--- config.mk ---
export PLATFORM = sky130hd
export DESIGN_NAME = sdrd_deserializer
export DESIGN_NICKNAME = d
export VERILOG_FILES = /design/src/rtl/sdrd_pkg.sv /design/src/rtl/sdrd_fifo.sv /design/src/rtl/sdrd_deserializer.sv
export SDC_FILE = /design/constraint.sdc
export NUM_CORES = 1
export LEC_CHECK = 0
export BUFFER_PORTS_ARGS = -buffer_cell sky130_fd_sc_hd__buf_2
export CORE_MARGIN = 4
export CORE_UTILIZATION = 32
export DETAILED_ROUTE_END_ITERATION = 8
export SYNTH_ARGS = -nofsm -noshare
export SYNTH_HDL_FRONTEND = slang
export SYNTH_SLANG_ARGS = --single-unit
--- constraint.sdc ---
create_clock -name clk -period 2.6 [get_ports clk]
set_input_delay 0.26 -clock clk [delete_from_list [all_inputs] [get_ports clk]]
set_output_delay 0.26 -clock clk [all_outputs]
set_load 0.01 [all_outputs]
--- src/rtl/sdrd_pkg.sv ---
// Shared types and helpers for the SDRD deserializer: FSM states, default
// resync code, the bus-read qualifier and a constant clog2.
package sdrd_pkg;

  typedef enum logic [1:0] {
    ST_IDLE   = 2'd0,
    ST_WAIT   = 2'd1,
    ST_SAMPLE = 2'd2,
    ST_HOLD   = 2'd3
  } state_t;

  localparam logic [3:0] DEF_SYNC_CODE = 4'hF;

  function automatic logic qual(input logic sser_n, input logic ba13,
                                input logic ba12, input logic br_w);
    return ~sser_n & ~ba13 & ba12 & br_w;
  endfunction

  function automatic int clog2(input int value);
    int r;
    r = 0;
    while ((1 << r) < value) begin
      r = r + 1;
    end
    return r;
  endfunction

endpackage

--- src/rtl/sdrd_fifo.sv ---
// Synchronous FIFO with simultaneous push/pop. Head word and valid are
// registered so the consumer sees flop outputs only.
module sdrd_fifo
  import sdrd_pkg::*;
#(
  parameter int WIDTH = 8,
  parameter int DEPTH = 4
) (
  input  logic                          clk,
  input  logic                          rst_n,
  input  logic                          i_push,
  input  logic [WIDTH-1:0]              i_push_data,
  input  logic                          i_pop,
  output logic [WIDTH-1:0]              o_data,
  output logic                          o_valid,
  output logic [clog2(DEPTH+1)-1:0]     o_count
);

  localparam int AW = clog2(DEPTH);
  localparam int CW = clog2(DEPTH + 1);

  logic [WIDTH-1:0] r_mem [DEPTH];
  logic [AW-1:0]    r_wr_ptr;
  logic [AW-1:0]    r_rd_ptr;
  logic [CW-1:0]    r_count;
  logic [WIDTH-1:0] r_head;
  logic             r_valid;

  logic             w_full;
  logic             w_push_ok;
  logic             w_pop_ok;
  logic [AW-1:0]    w_rd_nxt;
  logic [CW-1:0]    w_count_nxt;
  logic [WIDTH-1:0] w_head_nxt;

  assign w_full      = (r_count == CW'(DEPTH));
  // A full FIFO still accepts a push when the head leaves in the same cycle.
  assign w_push_ok   = i_push & (~w_full | (i_pop & r_valid));
  assign w_pop_ok    = i_pop & r_valid;
  assign w_rd_nxt    = r_rd_ptr + AW'(w_pop_ok);
  assign w_count_nxt = r_count + CW'(w_push_ok) - CW'(w_pop_ok);

  // Next head word, forwarding the incoming word when it lands at the new read slot
  always_comb begin
    w_head_nxt = r_mem[w_rd_nxt];
    if (w_push_ok && (r_wr_ptr == w_rd_nxt)) begin
      w_head_nxt = i_push_data;
    end else begin
      w_head_nxt = r_mem[w_rd_nxt];
    end
  end

  // Storage array
  always_ff @(posedge clk or negedge rst_n) begin
    if (!rst_n) begin
      for (int i = 0; i < DEPTH; i++) begin
        r_mem[i] <= '0;
      end
    end else if (w_push_ok) begin
      r_mem[r_wr_ptr] <= i_push_data;
    end
  end

  // Pointers, occupancy and registered head/valid
  always_ff @(posedge clk or negedge rst_n) begin
    if (!rst_n) begin
      r_wr_ptr <= '0;
      r_rd_ptr <= '0;
      r_count  <= '0;
      r_head   <= '0;
      r_valid  <= 1'b0;
    end else begin
      r_wr_ptr <= r_wr_ptr + AW'(w_push_ok);
      r_rd_ptr <= w_rd_nxt;
      r_count  <= w_count_nxt;
      r_head   <= w_head_nxt;
      r_valid  <= (w_count_nxt != '0);
    end
  end

  assign o_data  = r_head;
  assign o_valid = r_valid;
  assign o_count = r_count;

endmodule

--- src/rtl/sdrd_deserializer.sv ---
// Deserializes SDRD bits sampled on qualified bus reads into words, queues
// them in a small FIFO and reports lost data through sticky flags.
module sdrd_deserializer
  import sdrd_pkg::*;
#(
  parameter int         WORD_BITS  = 8,
  parameter int         SAMPLE_DLY = 2,
  parameter int         FIFO_DEPTH = 4,
  parameter logic [3:0] SYNC_CODE  = DEF_SYNC_CODE
) (
  input  logic                              clk,
  input  logic                              rst_n,
  input  logic                              i_sser_n,
  input  logic                              i_ba13,
  input  logic                              i_ba12,
  input  logic [3:0]                        i_ba_hi,
  input  logic                              i_br_w,
  input  logic                              i_sdrd,
  output logic [WORD_BITS-1:0]              o_out_data,
  output logic                              o_out_valid,
  input  logic                              i_out_ready,
  output logic [clog2(WORD_BITS+1)-1:0]     o_bit_cnt,
  output logic                              o_ovf,
  output logic                              o_abort,
  input  logic                              i_clr_flags
);

  localparam int         BCW      = clog2(WORD_BITS + 1);
  localparam int         FCW      = clog2(FIFO_DEPTH + 1);
  localparam logic [3:0] DLY_LOAD = 4'(SAMPLE_DLY - 1);
  // Idle levels: strobe deasserted, SDRD pulled high.
  localparam logic [8:0] SYNC_RST = 9'b1_0_0_0_1_0000;

  logic [8:0]           r_sync1;
  logic [8:0]           r_sync2;
  logic                 r_qual_d;
  state_t               r_state;
  logic [3:0]           r_dly;
  logic                 r_bit;
  logic [WORD_BITS-1:0] r_sreg;
  logic [BCW-1:0]       r_bit_cnt;
  logic                 r_ovf;
  logic                 r_abort;

  logic                 w_sser_s;
  logic                 w_ba13_s;
  logic                 w_ba12_s;
  logic                 w_br_w_s;
  logic                 w_sdrd_s;
  logic [3:0]           w_ba_hi_s;
  logic                 w_qual;
  logic                 w_start;
  state_t               w_state_nxt;
  logic [3:0]           w_dly_nxt;
  logic                 w_bit_nxt;
  logic [WORD_BITS-1:0] w_sreg_nxt;
  logic [BCW-1:0]       w_cnt_nxt;
  logic                 w_push;
  logic                 w_abort_set;
  logic                 w_pop;
  logic                 w_ovf_set;
  logic [FCW-1:0]       w_fifo_count;

  // All bus inputs share one two-stage synchronizer so they stay cycle-aligned
  always_ff @(posedge clk or negedge rst_n) begin
    if (!rst_n) begin
      r_sync1 <= SYNC_RST;
      r_sync2 <= SYNC_RST;
    end else begin
      r_sync1 <= {i_sser_n, i_ba13, i_ba12, i_br_w, i_sdrd, i_ba_hi};
      r_sync2 <= r_sync1;
    end
  end

  assign {w_sser_s, w_ba13_s, w_ba12_s, w_br_w_s, w_sdrd_s, w_ba_hi_s} = r_sync2;
  assign w_qual  = qual(w_sser_s, w_ba13_s, w_ba12_s, w_br_w_s);
  assign w_start = w_qual & ~r_qual_d;

  // Next-state and datapath decode
  always_comb begin
    w_state_nxt = r_state;
    w_dly_nxt   = r_dly;
    w_bit_nxt   = r_bit;
    w_sreg_nxt  = r_sreg;
    w_cnt_nxt   = r_bit_cnt;
    w_push      = 1'b0;
    w_abort_set = 1'b0;
    case (r_state)
      ST_IDLE: begin
        if (w_start) begin
          if (w_ba_hi_s == SYNC_CODE) begin
            w_cnt_nxt   = '0;
            w_sreg_nxt  = '0;
            w_state_nxt = ST_HOLD;
          end else begin
            w_dly_nxt   = DLY_LOAD;
            w_state_nxt = ST_WAIT;
          end
        end else begin
          w_state_nxt = ST_IDLE;
        end
      end
      ST_WAIT: begin
        // Capture SDRD here so the bit is taken exactly SAMPLE_DLY cycles after start.
        if ((r_dly == 4'd0) && w_qual) begin
          w_bit_nxt   = w_sdrd_s;
          w_state_nxt = ST_SAMPLE;
        end else if (!w_qual) begin
          w_abort_set = 1'b1;
          w_state_nxt = ST_IDLE;
        end else begin
          w_dly_nxt   = r_dly - 4'd1;
          w_state_nxt = ST_WAIT;
        end
      end
      ST_SAMPLE: begin
        w_sreg_nxt = {r_sreg[WORD_BITS-2:0], r_bit};
        if (r_bit_cnt == BCW'(WORD_BITS - 1)) begin
          w_push    = 1'b1;
          w_cnt_nxt = '0;
        end else begin
          w_cnt_nxt = r_bit_cnt + BCW'(1);
        end
        w_state_nxt = ST_HOLD;
      end
      ST_HOLD: begin
        if (!w_qual) begin
          w_state_nxt = ST_IDLE;
        end else begin
          w_state_nxt = ST_HOLD;
        end
      end
      default: begin
        w_state_nxt = ST_IDLE;
      end
    endcase
  end

  // FSM state and access-edge tracking
  always_ff @(posedge clk or negedge rst_n) begin
    if (!rst_n) begin
      r_state  <= ST_IDLE;
      r_qual_d <= 1'b0;
    end else begin
      r_state  <= w_state_nxt;
      r_qual_d <= w_qual;
    end
  end

  // Delay counter, sampled bit, shift register and bit count
  always_ff @(posedge clk or negedge rst_n) begin
    if (!rst_n) begin
      r_dly     <= 4'd0;
      r_bit     <= 1'b0;
      r_sreg    <= '0;
      r_bit_cnt <= '0;
    end else begin
      r_dly     <= w_dly_nxt;
      r_bit     <= w_bit_nxt;
      r_sreg    <= w_sreg_nxt;
      r_bit_cnt <= w_cnt_nxt;
    end
  end

  assign w_pop     = o_out_valid & i_out_ready;
  assign w_ovf_set = w_push & (w_fifo_count == FCW'(FIFO_DEPTH)) & ~w_pop;

  // Sticky flags: a set in the same cycle as a clear survives
  always_ff @(posedge clk or negedge rst_n) begin
    if (!rst_n) begin
      r_ovf   <= 1'b0;
      r_abort <= 1'b0;
    end else begin
      r_ovf   <= w_ovf_set | (r_ovf & ~i_clr_flags);
      r_abort <= w_abort_set | (r_abort & ~i_clr_flags);
    end
  end

  sdrd_fifo #(
    .WIDTH (WORD_BITS),
    .DEPTH (FIFO_DEPTH)
  ) u_fifo (
    .clk         (clk),
    .rst_n       (rst_n),
    .i_push      (w_push),
    .i_push_data (w_sreg_nxt),
    .i_pop       (w_pop),
    .o_data      (o_out_data),
    .o_valid     (o_out_valid),
    .o_count     (w_fifo_count)
  );

  assign o_bit_cnt = r_bit_cnt;
  assign o_ovf     = r_ovf;
  assign o_abort   = r_abort;

endmodule

# Word-level counts from Yosys, hierarchy flattened
# Cells that the tools add are included.
[op_classes] addsub=6 mul=0 div_mod_pow=0 order_cmp=3 n_eq_ne=12 n_shift=0 muxes=30 n_bitwise=22 reduce_logical=11
[ops] operator="2-to-1 mux 8 bit" count=6
[ops] operator="bitwise mux 32 bit" count=1
[ops] operator="2-to-1 mux 4 bit" count=7
[ops] operator="binary-select mux 8 bit (select 2 bit)" count=1
[ops] operator="demux 8 bit (select 2 bit)" count=1
[ops] operator="case mux 4 bit (2 select lines)" count=2
[ops] operator="case mux 8 bit (2 select lines)" count=1
[ops] operator="AND 1 bit" count=11
[ops] operator="!= test 2 bit, second input constant" count=5
[ops] operator="2-to-1 mux 2 bit" count=4
[ops] operator="case mux 2 bit (4 select lines)" count=1
[ops] operator="greater-or-equal comparator 3 bit, second input constant" count=2
[ops] operator="2-to-1 mux 1 bit" count=6
[ops] operator="NOT 1 bit" count=6
[ops] operator="NOT 2 -> 3 bit" count=2
[ops] operator="AND reduction 5 bit" count=1
[ops] operator="adder 2 x 1 -> 2 bit" count=2
[ops] operator="adder 4 x 1 -> 4 bit, second input constant" count=1
[ops] operator="== test 2 bit, second input constant" count=2
[ops] operator="== test 4 x 3 -> 1 bit, second input constant" count=1
[ops] operator="== test 4 bit, second input constant" count=1
[ops] operator="zero test 4 bit" count=1
[ops] operator="nonzero test 2 bit" count=2
[ops] operator="subtractor 4 x 1 -> 4 bit, second input constant" count=1
[ops] operator="other kinds (12)" count=16
[word_totals] register_bits=88 latch_bits=0 mem_bits_rw=0 romBits=0 out_inout_bits=15 wordCells=103 n_memories=0

# Depth between registers and ports, before layout
# Gate-level depths: netlist (run 1).
[depth] ltp_word=8 depth_mapped=8

# Hierarchy
# Synthesis (run 1) repeated with hierarchy kept, for this count alone.
[hier_totals] hier_cells=232 hier_area_um2=3593.4
[by_module_without_submodules] mod="sdrd_fifo" instances=1 cells_per_inst=123 area_per_inst_um2=2114.5 seq_area_each_um2=1201.2
[by_module_without_submodules] mod="sdrd_deserializer" instances=1 cells_per_inst=109 area_per_inst_um2=1478.9 seq_area_each_um2=1006.0

# Worst setup path before layout (run 1)
# Ideal clock, no wire load.
[synth_path] kind="reg2reg" startpoint="reg r_bit_cnt[0], in the netlist o_bit_cnt[0]" endpoint="reg u_fifo.r_valid, in the netlist u_fifo.o_valid" t_arrival_ns=2.144 slack_ns=0.325 path_stages_with_launch=7 path_buffers=0 period_less_slack_ns=2.275 path_cell_list="dfrtp_1 ha_1 nand3b_4 a211oi_4 ha_1 fa_1 or3_1"
[synth_between] elab_chain_len=7
[synth_rtl] element="start, declared" line="sdrd_deserializer.sv:41" rtl="logic [BCW-1:0] r_bit_cnt;"
[synth_rtl] element="start signal, assigned" line="sdrd_deserializer.sv:161" rtl="r_bit_cnt <= w_cnt_nxt;"
[synth_rtl] element="== test 4 x 3 -> 1 bit" line="sdrd_deserializer.sv:118" rtl="if (r_bit_cnt == BCW'(WORD_BITS - 1)) begin"
[synth_rtl] element="2-to-1 mux 1 bit" line="sdrd_deserializer.sv:118"
[synth_rtl] element="2-to-1 mux 1 bit" line="sdrd_deserializer.sv:88" rtl="case (r_state)"
[synth_rtl] element="AND 1 bit" line="sdrd_fifo.sv:38" rtl="assign w_push_ok = i_push & (~w_full | (i_pop & r_valid));"
[synth_rtl] element="adder 3 x 1 -> 3 bit" line="sdrd_fifo.sv:41" rtl="assign w_count_nxt = r_count + CW'(w_push_ok) - CW'(w_pop_ok);"
[synth_rtl] element="subtractor 3 x 1 -> 3 bit" line="sdrd_fifo.sv:41"
[synth_rtl] element="net u_fifo.w_count_nxt[1]" line="sdrd_fifo.sv:33" rtl="logic [CW-1:0] w_count_nxt;"
[synth_rtl] element="nonzero test 3 bit" line="sdrd_fifo.sv:77" rtl="r_valid <= (w_count_nxt != '0);"
[synth_rtl] element="end signal, assigned" line="sdrd_fifo.sv:77"
[synth_rtl] element="end, declared" line="sdrd_fifo.sv:27" rtl="logic r_valid;"
# The timed path passes the listed nets, and every way through them passes these cells.
# A chain may end at the register's enable or synchronous reset.

# Worst setup path in the final report (run 1)
[layout_path] startpoint="reg u_fifo.r_valid, in the netlist u_fifo.o_valid" endpoint="reg u_fifo.r_valid, in the netlist u_fifo.o_valid"
[layout_between] elab_chain_len=7
[layout_rtl] element="AND 1 bit" line="sdrd_deserializer.sv:165" rtl="assign w_pop = o_out_valid & i_out_ready;"
[layout_rtl] element="AND 1 bit *" line="sdrd_fifo.sv:38, sdrd_fifo.sv:39"
[layout_rtl] element="OR 1 bit" line="sdrd_fifo.sv:38"
[layout_rtl] element="AND 1 bit" line="sdrd_fifo.sv:38"
[layout_rtl] element="adder 3 x 1 -> 3 bit" line="sdrd_fifo.sv:41"
[layout_rtl] element="subtractor 3 x 1 -> 3 bit *" line="sdrd_fifo.sv:41"
[layout_rtl] element="net u_fifo.w_count_nxt[2]" line="sdrd_fifo.sv:33"
[layout_rtl] element="nonzero test 3 bit *" line="sdrd_fifo.sv:77"
# Mark *: on every way through the listed nets, which the timed path passes. The rest lies on a longest branch.

==> flow_summary.rst, run 1 <==
.. list-table::
   :header-rows: 1

   * - Metric
     - Value
   * - Setup crit end kind
     - register
   * - Area Overhead vs Synth
     - 17.56%
   * - Global placer's final weighted congestion
     - approximately 0.8
   * - Die W
     - roughly 110 µm
   * - Cell with the most instances after synthesis
     - sky130_fd_sc_hd__dfrtp_1
   * - Met3 demand-to-capacity share in global routing
     - 3.330%
   * - Maximum number of pins on one net before global-route repair
     - 52
   * - DR vias/cell
     - 4.665
   * - First-pass GRT wire length
     - 11000 µm
   * - Total power after layout
     - about 3.4 mW
   * - Max-cap violations
     - 0
   * - Synthesis-stage register bit count
     - 88
   * - Count of cell types in the netlist
     - 46
   * - Count of standard-cell rows
     - 38
   * - Quantity of gates resized following cts
     - 0
   * - Clk pin slew, worst setup/hold paths
     - about 70 ps
   * - Standard cell with the maximum stage delay on the critical path
     - sky130_fd_sc_hd__dfrtp_1
   * - Inserted Clock Buffers
     - 9
   * - Leakage dissipation
     - approximately 2.1 nW
   * - ANT cells
     - 0
   * - Number of port buffers
     - 27
   * - Leading cell types by count after synthesis
     - 84 x sky130_fd_sc_hd__dfrtp_1, 40 x sky130_fd_sc_hd__mux2_2, 22 x sky130_fd_sc_hd__nand2_1, 10 x sky130_fd_sc_hd__inv_1, 9 x sky130_fd_sc_hd__o21ai_0
   * - TritonCTS clock tree
     - done
   * - Worst hold slack
     - approximately 20 ps
   * - Relative slew slack
     - 57.37%
   * - Fin crit period
     - 2189 ps
   * - Synth warn
     - 0
   * - Compound-gate portion of the synthesized area
     - under 10%
   * - Slew @ Worst Pin
     - around 640 ps
   * - Final wirelength
     - 6215 µm
   * - Cell types occupying the most area after synthesis
     - sky130_fd_sc_hd__dfrtp_1 58%, sky130_fd_sc_hd__mux2_2 12%, sky130_fd_sc_hd__mux4_2 5.0%, sky130_fd_sc_hd__dfstp_2 2.9%, sky130_fd_sc_hd__ha_1 2.4%
   * - Fraction of layout cells with a size suffix above 1
     - between 30% and 40%
   * - Maximum clock path buffer count
     - 2
   * - Top Ports
     - 28
   * - DP Wirelength
     - ~4300 µm
   * - Run status
     - finished, final reports clean
   * - Total nets after synthesis
     - ~280
   * - Starting density of the core
     - 33.04%
   * - Adder-cell share of the synthesized area
     - 2.978%
   * - Chip height
     - ~110 µm
   * - Overall routing resource usage
     - 10.75%
   * - Peak VDD IR
     - approximately 390 µV
   * - Number of enable flip-flop cells after synthesis
     - 0
   * - Residual DRC count
     - 0
   * - Number of failing hold endpoints at the final stage
     - 0
   * - Sinks on Clock Net
     - between 80 and 90
   * - Area of the die
     - 13060 µm²
   * - Final setup vio count
     - 0
   * - Main combinational cell family by area after synthesis
     - multiplexers
   * - Layer with the highest usage
     - met2
   * - Dominant synthesized flop cell
     - sky130_fd_sc_hd__dfrtp_1
   * - TritonRoute pass-1 iters
     - 4
   * - GR met2 Demand/Resource
     - 17.68%
   * - Xor and xnor fraction of the mapped netlist area
     - between 1.5 and 2%
   * - Total gr overflow
     - 0
   * - Share of the yosys chip area belonging to registers
     - approximately three fifths
   * - Maximum achievable frequency
     - roughly 460 MHz
   * - Simple-Gate Fraction of Synth Area
     - under 10%
   * - Area of the core
     - about 11000 µm²
   * - Synth Instances
     - roughly 260
   * - Total power density per cell area
     - between 800 and 900 nW/µm²
   * - Share of cell area taken by muxes after synthesis
     - 18.04%
   * - Type of the worst min-delay path
     - primary input to register
   * - Maximum net fanout on the critical path
     - 3
   * - Final setup TNS
     - 0 ps
   * - Critical path class
     - register to register
   * - FFs w/ async S/R, synth
     - 100.0%
   * - Setup repair after global routing missed its margin
     - no
   * - Max Clock Skew
     - between 7 and 8 ps
   * - Startpoint of the most critical register-to-register path
     - u_fifo.o_valid
   * - Post-synthesis instance area
     - about 3600 µm²
   * - Latest clock arrival within the worst-skew pair
     - around 340 ps
   * - HP Start
     - i_sser_n
   * - Worst endpoint required time
     - ~2800 ps
   * - Final nets
     - around 310
   * - Clock root buffer
     - sky130_fd_sc_hd__clkbuf_16
   * - Final period utilization
     - ~84%
   * - Data arrival time at the worst-slack endpoint
     - about 2400 ps
   * - Ordered list of cells on the worst path
     - a211oi_2 > a211oi_4 > ha_1 > fa_1 > xnor2_1 > xnor2_1 > or3_1
   * - Final ANT Viol Nets
     - 0
   * - Biggest area consumer among synthesized cells
     - sky130_fd_sc_hd__dfrtp_1
   * - Vias in the first global route
     - between 2000 and 2500
   * - Violation count after the first detailed-routing iteration
     - between 100 and 150
   * - Number of buffers added to fix hold violations after cts
     - 1
   * - Number of pins exceeding their max-slew limit in the final report
     - 0
   * - Antenna violations before repair
     - 0
   * - Number of vias in the routed layout
     - between 2000 and 2500
   * - Met1 Use GR
     - about an eighth
   * - Setup crit start
     - u_fifo.o_valid
   * - Avg Synthesized Cell Area
     - around 14 µm²
   * - Startpoint types
     - register
   * - Number of H-tree branching levels
     - 3
   * - Fraction of post-synthesis cell area in the top cell type by area
     - 58.17%
   * - Post-CTS setup buffer count
     - 0
   * - Largest stage delay on the critical path
     - roughly 400 ps
   * - Most used cell, CP
     - sky130_fd_sc_hd__xnor2_1
   * - Final routed wire length divided by cell count
     - around 14 µm
==> cells by family (layout without fill, tap and decap cells) <==
kind of cell / count (synthesis) / after routing
DFF: 88 / 88
and+or+nand+nor: 55 / 55
muxes: 50 / 50
AOI/OAI and AO/OA: 30 / 30
buffers and inverters: 18 / 59
adders and majority gates: 8 / 8
xor gates and xnor gates: 6 / 6
==> layer usage <==
layer	vias to the layer above	part of all wire, %
met3	11	4.1
met5	-	0
met1	1017	45
met2	38	49
met4	0	2.1
li1	968	-
==> registers in the layout, summed over array words and instances (netlist names) <==
signal / count
r_state: 2
r_sync1: 9
u_fifo.r_wr_ptr: 2
u_fifo.r_rd_ptr: 2
u_fifo.o_count: 3
r_sync2: 9
o_ovf: 1
r_sreg: 8
r_qual_d: 1
u_fifo.r_mem: 32
r_bit: 1
o_bit_cnt: 4
r_dly: 4
u_fifo.o_data: 8
u_fifo.o_valid: 1
o_abort: 1
==> report_power, final <==
part           internal (mW)  switching, mW
sequential              1.47         0.0806
clock                  0.756          0.532
combinational          0.256          0.325
==> worst max-delay path, delay by kind of cell, from the launching register on <==
family / cells / cell delay, ps
AOI/OAI and AO/OA: 2 / 500
adders and majority gates: 2 / 590
DFF: 1 / 400
xor gates and xnor gates: 2 / 280
and+or+nand+nor: 1 / 300
==> cells in the final DEF (no fill, tap or decap), types with 2 or more instances in the layout <==
master                      instances
sky130_fd_sc_hd__nor2_1             6
sky130_fd_sc_hd__dfstp_2            4
sky130_fd_sc_hd__buf_2             26
sky130_fd_sc_hd__nand3_1            2
sky130_fd_sc_hd__nand2b_1           2
sky130_fd_sc_hd__nand4_1            2
sky130_fd_sc_hd__nand3_2            2
sky130_fd_sc_hd__clkbuf_16          9
sky130_fd_sc_hd__inv_1             10
sky130_fd_sc_hd__clkinv_2           2
sky130_fd_sc_hd__mux2_2            40
sky130_fd_sc_hd__dfrtp_1           84
sky130_fd_sc_hd__mux4_2             8
sky130_fd_sc_hd__and2_1             3
sky130_fd_sc_hd__or3_1              2
sky130_fd_sc_hd__xnor2_1            4
sky130_fd_sc_hd__o21ai_0            9
sky130_fd_sc_hd__nand2_1           22
sky130_fd_sc_hd__inv_6              2
sky130_fd_sc_hd__and3_1             2
sky130_fd_sc_hd__a21oi_1            4
sky130_fd_sc_hd__nor3_1             3
sky130_fd_sc_hd__o21ai_1            8
sky130_fd_sc_hd__buf_4              5
sky130_fd_sc_hd__ha_1               7
==> metrics by stage <==
step	worst slack, ps	utilization [%]	instance area, µm²	instances
2_1_floorplan	324.9	-	3613	255
3_3_place_gp	472.9	35.98	3935	419
3_5_place_dp	409.2	35.98	3935	419
4_1_cts	406.1	38.84	4248	436
5_1_grt	276.2	38.84	4248	436
6_report	411.0	38.84	4248	436
==> path summary, 6_finish.rpt <==
check / slack, ps / end / cells after the start
setup reg to reg: 410 / u_fifo.o_valid / 7
setup / recovery: 410 / u_fifo.o_valid / 7
hold / removal: 20 / r_sync1[8] / 1
hold reg to reg: 350 / r_sync2[6] / 0
max in group asynchronous: 1470 / u_fifo.r_mem[20] / 3
min in group asynchronous: 500 / r_sync2[1] / 2
==> layout make-up <==
| type | instances | area [µm²] |
|---|---|---|
| clock buffer | 9 | 225.2 |
| clock inverter | 7 | 77.57 |
| fill | 1028 | 6688 |
| inverter | 10 | 37.54 |
| multi-input combinational | 149 | 1328 |
| sequential | 88 | 2207 |
| tap | 140 | 175.2 |
| timing repair buffer | 33 | 197.7 |
No activity file was read; power rests on OpenSTA's default activity.
==> run 2: changes to the inputs <==
==> constraint.sdc (replaced) <==
create_clock -name clk -period 2.3 [get_ports clk]
set_input_delay 0.23 -clock clk [delete_from_list [all_inputs] [get_ports clk]]
set_output_delay 0.23 -clock clk [all_outputs]
set_load 0.01 [all_outputs]
==> flow_summary.rst, run 2 (same netlist as run 1, synthesis figures left out) <==
.. list-table::
   :header-rows: 1

   * - Metric
     - Value
   * - Sinks on Clock Net
     - 88
   * - Top Ports
     - 28
   * - Number of pins exceeding their max-slew limit in the final report
     - 0
   * - Flip-flop count of the largest register, all copies and words added
     - 32
   * - Count of standard-cell rows
     - 38
   * - Number of port buffers
     - 27
   * - Final period utilization
     - a little over nine tenths
   * - Maximum clock path buffer count
     - 2
   * - Startpoint types
     - register
   * - Data arrival time at the worst-slack endpoint
     - around 2400 ps
   * - Peak VDD IR
     - slightly below 500 µV
   * - Violation count after the first detailed-routing iteration
     - just over 90
   * - Fin crit period
     - about 2200 ps
   * - Number of vias in the routed layout
     - between 2000 and 2500
   * - Post-CTS setup buffer count
     - 0
   * - Max Clock Skew
     - around 9.6 ps
   * - Post-route insts no fill
     - 449
   * - Setup crit end kind
     - register
   * - Overall routing resource usage
     - a little over a tenth
   * - Area occupied by registers
     - around 2200 µm²
   * - Total length of routed met2 wires
     - 3106 µm
   * - Final wirelength
     - 6305 µm
   * - First-pass GRT wire length
     - roughly 11000 µm
   * - Chip height
     - around 110 µm
   * - Area of the die
     - roughly 13000 µm²
   * - TritonCTS clock tree
     - done
   * - Inserted Clock Buffers
     - 9
   * - Fill cell instance count of the final layout
     - about 1000
   * - Met1 wire length
     - 2846 µm
   * - Largest reg by FF count
     - u_fifo.r_mem
   * - Clock root buffer
     - sky130_fd_sc_hd__clkbuf_16
   * - Maximum number of pins on one net before global-route repair
     - 49
   * - DP Wirelength
     - ~4200 µm
   * - ANT cells
     - 0
   * - Worst endpoint required time
     - roughly 2500 ps
   * - Clk pin slew, worst setup/hold paths
     - ~60 ps
   * - Maximum net fanout on the critical path
     - 3
   * - Setup repair after global routing missed its margin
     - no
   * - DR vias/cell
     - 4.697
   * - Final ANT Viol Nets
     - 0
   * - Top library cells by usage in the layout, fill and taps aside
     - 84 x sky130_fd_sc_hd__dfrtp_1, 40 x sky130_fd_sc_hd__mux2_2, 26 x sky130_fd_sc_hd__buf_2
   * - Run status
     - finished, final reports clean
   * - Final setup TNS
     - 0 ps
   * - Cell count after placement
     - between 400 and 500
   * - Latest clock arrival within the worst-skew pair
     - 340 ps
   * - Max-cap violations
     - 0
   * - Global placer's final weighted congestion
     - between 0.8 and 0.9
   * - Slew @ Worst Pin
     - 508.4 ps
   * - Relative slew slack
     - roughly two thirds
   * - Routed wire length on met3
     - around 260 µm
   * - Starting density of the core
     - approximately 33%
   * - Regs by FF count
     - u_fifo.r_mem (32), r_sync1 (9), r_sync2 (9)
   * - Number of failing hold endpoints at the final stage
     - 0
   * - Type of the worst min-delay path
     - primary input to register
   * - Final setup vio count
     - 0
   * - Fraction of layout cells with a size suffix above 1
     - 38.19%
   * - Footprint of the multi-input gates
     - roughly 1400 µm²
   * - Die W
     - around 110 µm
   * - Area of the core
     - ~11000 µm²
   * - Total gr overflow
     - 0
   * - Critical path class
     - register to register
   * - TritonRoute pass-1 iters
     - 4
   * - Final routed wire length divided by cell count
     - 14.04 µm
   * - Number of H-tree branching levels
     - 3
   * - Area Overhead vs Synth
     - 21.99%
   * - Final nets
     - approximately 330
   * - Leakage dissipation
     - approximately 2.1 nW
   * - Residual DRC count
     - 0
   * - Total power density per cell area
     - a little over 900 nW/µm²
   * - Top sig layer
     - met4
   * - Maximum achievable frequency
     - approximately 460 MHz
   * - Antenna violations before repair
     - 0
   * - Vias in the first global route
     - 2197
   * - Most common library cell in the layout ignoring fill and taps
     - sky130_fd_sc_hd__dfrtp_1
## run 2: final timing paths
path	from	to	slack [ps]	cells after the start
setup / recovery	u_fifo.o_valid	u_fifo.o_valid	140	8
max in group asynchronous	rst_n	u_fifo.o_data[3]	1230	3
hold / removal	i_clr_flags	o_ovf	110	2
hold reg to reg	r_sync1[0]	r_sync2[0]	340	0
min in group asynchronous	rst_n	r_dly[1]	430	2
setup reg to reg	u_fifo.o_valid	u_fifo.o_valid	140	8
## run 2: worst max-delay path, cell delays in order, from the launching register on
cell                      delay, ps
sky130_fd_sc_hd__dfrtp_1        420
sky130_fd_sc_hd__and2_4         180
sky130_fd_sc_hd__ha_1           260
sky130_fd_sc_hd__inv_1           40
sky130_fd_sc_hd__ha_1           190
sky130_fd_sc_hd__fa_2           360
sky130_fd_sc_hd__xnor2_2        140
sky130_fd_sc_hd__xnor2_1        140
sky130_fd_sc_hd__or3_1          300
## run 2: final cells by class
cell class,instances,area share [%]
flip-flops and latches,88,50.07
multi-input cells,149,30.63
repair buffers,46,7.210
clock buffers,9,5.109
well taps,140,3.974
clock inverters,7,2.157
inverters,10,0.8515
## run 2: routing by layer
layer  global-route usage (%)  vias up
li1                         -     1004
met1                    12.93     1053
met2                    17.68       43
met3                    3.541        9
met4                    4.513        0
met5                        0        -
## run 2: through the flow
step	power [mW]	hold WS, ps	util [%]	worst slack [ps]	cell area (µm²)
after CTS	4.076	95.29	40.10	75.65	4385
after detailed placement	2.492	247.3	36.26	89.19	3965
after global placement	2.461	240.3	36.26	177.2	3965
after floorplan	2.233	-65.59	-	24.92	3613
after global routing	4.265	106.8	40.31	17.39	4408
final	4.054	108.8	40.31	138.7	4408
## run 2: report_power, final
group	internal, mW	switching, mW
registers	1.67	0.100
logic	0.347	0.393
clock network	0.953	0.596
## run 2: what timing repair did
action | CTS | global route
hold buffers | 10 | 0
setup endpoints to repair | 0 | 1
endpoints found under the hold margin | 45 | 0
resized for setup | 0 | 5
